**src/rtl/hazard_pkg.sv**
```systemverilog
// Shared encodings and slot layout for the five-stage pipeline hazard tracker.
package hazard_pkg;

  // Tuse value meaning "this operand is not read by the instruction".
  localparam logic [1:0] TUSE_NONE = 2'b11;

  // Operand source selects.
  localparam logic [1:0] FWD_RF = 2'd0;
  localparam logic [1:0] FWD_E  = 2'd1;
  localparam logic [1:0] FWD_M  = 2'd2;
  localparam logic [1:0] FWD_W  = 2'd3;

  // Tnew on entry to E: lui/jal results are ready at once, ALU ops after E, lw after M.
  typedef enum logic [1:0] {
    TNEW_IMM  = 2'd0,
    TNEW_ALU  = 2'd1,
    TNEW_LOAD = 2'd2
  } tnew_e;

  // How a slot register treats the incoming Tnew as the instruction moves in.
  typedef enum logic [1:0] {
    TNEW_KEEP  = 2'd0,
    TNEW_DEC   = 2'd1,
    TNEW_CLEAR = 2'd2
  } tnew_mode_e;

  typedef struct packed {
    logic [4:0] rs;
    logic [4:0] rt;
    logic [4:0] dst;
    logic [1:0] tnew;
  } slot_t;

  localparam slot_t SLOT_EMPTY = '{rs: 5'd0, rt: 5'd0, dst: 5'd0, tnew: 2'd0};

  // Tnew seen by the next stage: unchanged, one less (floored at zero), or zero.
  function automatic logic [1:0] next_tnew(input tnew_mode_e mode, input logic [1:0] tnew);
    logic [1:0] res;
    case (mode)
      TNEW_KEEP:  res = tnew;
      TNEW_DEC:   res = (tnew == 2'd0) ? 2'd0 : (tnew - 2'd1);
      TNEW_CLEAR: res = 2'd0;
      default:    res = 2'd0;
    endcase
    return res;
  endfunction

endpackage

```
**src/rtl/hazard_slot_reg.sv**
```systemverilog
// One pipeline slot {rs, rt, dst, tnew} with synchronous clear, bubble insertion
// and a per-stage Tnew adjustment chosen at elaboration time.
module hazard_slot_reg
  import hazard_pkg::*;
#(
  parameter tnew_mode_e MODE = TNEW_KEEP
) (
  input  logic  clk,
  input  logic  reset,
  input  logic  bubble,
  input  slot_t din,
  output slot_t q
);

  slot_t slot_r;
  slot_t next_s;

  // Incoming slot contents: an empty bubble, or the upstream fields with adjusted Tnew.
  always_comb begin
    next_s = SLOT_EMPTY;
    if (bubble) begin
      next_s = SLOT_EMPTY;
    end else begin
      next_s      = din;
      next_s.tnew = next_tnew(MODE, din.tnew);
    end
  end

  // Slot register, cleared while reset is low.
  always_ff @(posedge clk) begin
    if (!reset) begin
      slot_r <= SLOT_EMPTY;
    end else begin
      slot_r <= next_s;
    end
  end

  assign q = slot_r;

endmodule

```
**src/rtl/hazard_tracker.sv**
```systemverilog
// Hazard tracker: follows each instruction's destination and Tnew through E, M
// and W, stalls D on unresolvable RAW hazards and picks forwarding sources.
module hazard_tracker
  import hazard_pkg::*;
(
  input  logic       clk,
  input  logic       reset,
  input  logic [4:0] D_rs,
  input  logic [4:0] D_rt,
  input  logic [1:0] D_rsTuse,
  input  logic [1:0] D_rtTuse,
  input  logic       D_regWE,
  input  logic [4:0] D_dst,
  input  logic [1:0] D_tnew,
  output logic       stall,
  output logic [1:0] D_fwdRs,
  output logic [1:0] D_fwdRt,
  output logic [1:0] E_fwdRs,
  output logic [1:0] E_fwdRt,
  output logic [1:0] M_fwdRt,
  output logic [4:0] E_dst,
  output logic [4:0] M_dst,
  output logic [4:0] W_dst
);

  slot_t d_slot_s;
  slot_t e_slot_s;
  slot_t m_slot_s;
  slot_t w_slot_s;

  // A slot can supply src when it writes that (non-zero) register and its value exists.
  function automatic logic fwd_hit(input slot_t s, input logic [4:0] src);
    return (s.dst != 5'd0) && (s.dst == src) && (s.tnew == 2'd0);
  endfunction

  // An operand stalls when a producer in E or M cannot deliver before the operand is needed.
  function automatic logic op_stall(input logic [4:0] src, input logic [1:0] tuse,
                                    input slot_t e, input slot_t m);
    logic qualifies;
    qualifies = (src != 5'd0) && (tuse != TUSE_NONE);
    return qualifies && (((e.dst == src) && (e.tnew > tuse)) ||
                         ((m.dst == src) && (m.tnew > tuse)));
  endfunction

  // D-stage source: the youngest ready producer wins.
  function automatic logic [1:0] d_sel(input logic [4:0] src, input slot_t e,
                                       input slot_t m, input slot_t w);
    logic [1:0] sel;
    if (fwd_hit(e, src)) begin
      sel = FWD_E;
    end else if (fwd_hit(m, src)) begin
      sel = FWD_M;
    end else if (fwd_hit(w, src)) begin
      sel = FWD_W;
    end else begin
      sel = FWD_RF;
    end
    return sel;
  endfunction

  // E-stage source: M ahead of W.
  function automatic logic [1:0] e_sel(input logic [4:0] src, input slot_t m, input slot_t w);
    logic [1:0] sel;
    if (fwd_hit(m, src)) begin
      sel = FWD_M;
    end else if (fwd_hit(w, src)) begin
      sel = FWD_W;
    end else begin
      sel = FWD_RF;
    end
    return sel;
  endfunction

  // Pack the D instruction; non-writing instructions carry no destination.
  always_comb begin
    d_slot_s      = SLOT_EMPTY;
    d_slot_s.rs   = D_rs;
    d_slot_s.rt   = D_rt;
    d_slot_s.tnew = D_tnew;
    if (D_regWE) begin
      d_slot_s.dst = D_dst;
    end else begin
      d_slot_s.dst = 5'd0;
    end
  end

  // E takes the D instruction as-is, or a bubble while D is held.
  hazard_slot_reg #(.MODE(TNEW_KEEP)) u_slot_e (
    .clk    (clk),
    .reset  (reset),
    .bubble (stall),
    .din    (d_slot_s),
    .q      (e_slot_s)
  );

  // M: one stage closer to having the result.
  hazard_slot_reg #(.MODE(TNEW_DEC)) u_slot_m (
    .clk    (clk),
    .reset  (reset),
    .bubble (1'b0),
    .din    (e_slot_s),
    .q      (m_slot_s)
  );

  // W: every result is available.
  hazard_slot_reg #(.MODE(TNEW_CLEAR)) u_slot_w (
    .clk    (clk),
    .reset  (reset),
    .bubble (1'b0),
    .din    (m_slot_s),
    .q      (w_slot_s)
  );

  // Stall and forwarding selects from the current slots and the D operands.
  always_comb begin
    stall   = op_stall(D_rs, D_rsTuse, e_slot_s, m_slot_s) |
              op_stall(D_rt, D_rtTuse, e_slot_s, m_slot_s);
    D_fwdRs = d_sel(D_rs, e_slot_s, m_slot_s, w_slot_s);
    D_fwdRt = d_sel(D_rt, e_slot_s, m_slot_s, w_slot_s);
    E_fwdRs = e_sel(e_slot_s.rs, m_slot_s, w_slot_s);
    E_fwdRt = e_sel(e_slot_s.rt, m_slot_s, w_slot_s);
    if (fwd_hit(w_slot_s, m_slot_s.rt)) begin
      M_fwdRt = FWD_W;
    end else begin
      M_fwdRt = FWD_RF;
    end
  end

  assign E_dst = e_slot_s.dst;
  assign M_dst = m_slot_s.dst;
  assign W_dst = w_slot_s.dst;

endmodule

```
**config.mk**
```make
export PLATFORM = sky130hd
export DESIGN_NAME = hazard_tracker
export DESIGN_NICKNAME = d
export VERILOG_FILES = /design/src/rtl/hazard_pkg.sv /design/src/rtl/hazard_slot_reg.sv /design/src/rtl/hazard_tracker.sv
export SDC_FILE = /design/constraint.sdc
export NUM_CORES = 1
export LEC_CHECK = 0
export CAP_MARGIN = 30
export CORE_ASPECT_RATIO = 0.8
export CORE_UTILIZATION = 46
export DETAILED_ROUTE_END_ITERATION = 12
export PLACE_DENSITY = 0.72
export SYNTH_ARGS = -nofsm -noshare
export SYNTH_HDL_FRONTEND = slang
export SYNTH_HIERARCHICAL = 1
export SYNTH_SLANG_ARGS = --single-unit
export TNS_END_PERCENT = 10
```
**constraint.sdc**
```tcl
create_clock -name clk -period 5.4 [get_ports clk]
set_input_delay 1.62 -clock clk [delete_from_list [all_inputs] [get_ports clk]]
set_output_delay 1.62 -clock clk [all_outputs]
set_load 0.03 [all_outputs]
```
==> run_results.csv <==
group,metric,value,unit
setup_path,worstPathArrival,3.67,ns
clock_network,numCtsBuffers,5,
floorplanning,row_count,22,
floorplanning,core_area,4600,um2
clock_network,clkLatencyLatePin,0.28,ns
cells_and_area,nNetsFinal,309,
synth,synth_warnings,6,
clock_network,cts_setup_buffers,0,
cells_and_area,drive_gt1_share,11.6,%
place,io_buffers,49,
detailed_routing,route.detailed.drc,0,
floorplanning,die_area,5060,um2
timing,whs,0.550,ns
setup_path,cp-start-kind,"primary input",
floorplanning,ioPinCount,50,
setup_path,worstPathCellList,"clkdlybuf4s50_1 -> xor2_1 -> nor3_1 -> nand4_1 -> o22ai_1 -> clkdlybuf4s50_1",
clock_network,cts-root-buf,"clkbuf_8",
floorplanning,die_w,79.3,um
global_routing,grt_pass1_vias,1785,
pwr,power_density,205,nW/um2
setup_path,path_max_fanout,5,
global_routing,antenna_found_initial,0,
worst_hold_path,hold_path_depth,1,
setup_path,cpPeakStageDelay,0.71,ns
timing,fmax,189,MHz
synth,syn_inst,228,
synth,synth.avg_cell_area,9.64,um2
setup_path,crit_required,3.78,ns
cells_and_area,fill_cells,407,
setup_path,cpMostUsedCell,"clkdlybuf4s50_1",
timing,setup_tns,0,ns
setup_path,cp_slowest_cell,"clkdlybuf4s50_1",
timing,hold_viol,0,
timing,skew,0.00657,ns
setup_path,critPathTopFamily,"buffers and inverters",
cells_and_area,final_cell_count_no_fill,337,
global_routing,grt_max_degree,35,
global_routing,grt_util_all_layers,22.8,%
timing,finalSetupViolations,0,
worst_hold_path,hp-start,"u_slot_e/q[0]",
worst_hold_path,hold_path_end,"u_slot_m/q[0]",
floorplanning,die_h,63.8,um
worst_hold_path,hold_path_class,"flip-flop to flip-flop",
timing,fin_ws,0.107,ns
timing,rsz0062_at_grt,"false",
place,placed_cell_area,2680,um2
global_routing,grt_pass1_wl,8.58,mm
setup_path,rr_worst_depth,7,
clock_network,htreeDepth,2,
clock_network,clk_pin_slew_worst_paths,0.06,ns
timing,tightest_slew,0.982,ns
place,gp_congestion,0.844,
cells_and_area,fin_area,2770,um2
setup_path,r2r-end,"u_slot_e/q[12]",
place,post-place-ws,0.109,ns
status,status,"finished, final reports clean",
setup_path,critPathKind,"primary input to primary output",
detailed_routing,wl_per_cell,15.1,um
setup_path,ff2ff_setup_slack,3.08,ns
setup_path,crit_path_end_kind,"primary output",
clock_network,tritoncts,"done",
synth,syn-cell-area,2200,um2
clock_network,clk_path_buf_depth,2,
detailed_routing,drt_iter0_drc,75,
pwr,leakagePower,1.23,nW
detailed_routing,wirelength,5.10,mm
setup_path,critPathBufInv,2,
detailed_routing,detail-route-antenna-nets,0,
timing,slew_headroom,34.4,%
place,dp_hpwl,3.86,mm
detailed_routing,vias,1714,
flow_run,cap_violations,0,
detailed_routing,first_pass_iters,4,
clock_network,clock-sinks,34,
timing,fin_crit,5.29,ns
cells_and_area,synthToLayoutAreaGrowth,26.1,%
floorplanning,initial_utilization,47.8,%
detailed_routing,viasPerCell,5.09,
setup_path,timing.rr.start,"u_slot_m/q[2]",
global_routing,gr-total-overflow,0,
place,dp.cells,329,
timing,finalMaxSlewViolations,0,
pwr,peakVddDrop,0.139,mV
timing,finalCritPeriodShare,98.0,%
cells_and_area,diodes,0,
-- through the flow --
stage                     utilization (%)  total power, mW
after global placement               58.3            0.383
after global routing                 60.3            0.600
final                                60.3            0.569
after CTS                            60.3            0.573
after detailed placement             58.3            0.385
after floorplan                         -            0.345
-- final cells by class --
cell class              count  area (um2)  share of cell area (%)
clock inverters             1        5.00                   0.181
clock buffers               7        86.3                    3.11
repair buffers             52         510                    18.4
flip-flops and latches     34         681                    24.5
well taps                  60        75.1                    2.71
inverters                   9        33.8                    1.22
multi-input cells         174        1380                    49.8
-- flip-flops by register name, indices dropped and copies added, names as in the netlist --
register and flops:
u_slot_e/q 17, u_slot_m/q 12, u_slot_w/q 5
-- cell usage in the layout, fill, tap and decap left out, types with 2 or more instances in the layout --
master / instances
nor4b_4: 2
nand4_1: 5
nand3_1: 6
xor2_1: 26
conb_1: 10
inv_1: 9
nand2_1: 6
nor4_2: 2
buf_4: 5
ha_1: 9
clkbuf_8: 6
o21ai_0: 3
a31oi_1: 2
dfxtp_1: 34
nor2_1: 5
xnor2_1: 29
or4_1: 2
a2111oi_0: 2
and2_1: 5
clkdlybuf4s50_1: 46
and3b_2: 12
and3b_1: 20
nor3_1: 11
a21oi_1: 4
o21ai_1: 2
-- metal layers --
metal  global-route usage, %  share of wire (%)  up-vias
li1                        -                  -      859
met1                    27.8                 45      796
met2                    37.2                 46       50
met3                    7.71                7.9        9
met4                    8.41                1.3        0
met5                       0                  0        -
-- worst max-delay path by stage --
stage                           start          to  depth (start not counted)
after CTS                     D_rt[0]  D_fwdRt[1]                          7
after floorplan           D_rtTuse[1]       stall                          5
final                         D_rt[3]  D_fwdRt[0]                          6
after global placement        D_rt[0]  D_fwdRt[1]                          7
after detailed placement      D_rt[0]  D_fwdRt[1]                          7
after global routing          D_rs[1]       stall                          8
-- repair_timing --
item	4_1_cts	5_1_grt
resized for setup	0	1
hold buffers	0	0
setup endpoints to repair	0	1
-- report_power, final --
part | internal (mW) | switching (mW) | leakage (nW)
registers | 0.261 | 0.0125 | 0.279
clock network | 0.103 | 0.0863 | 0.0482
logic | 0.0565 | 0.0504 | 0.902
Note: power is estimated with default switching activity, not from simulation.
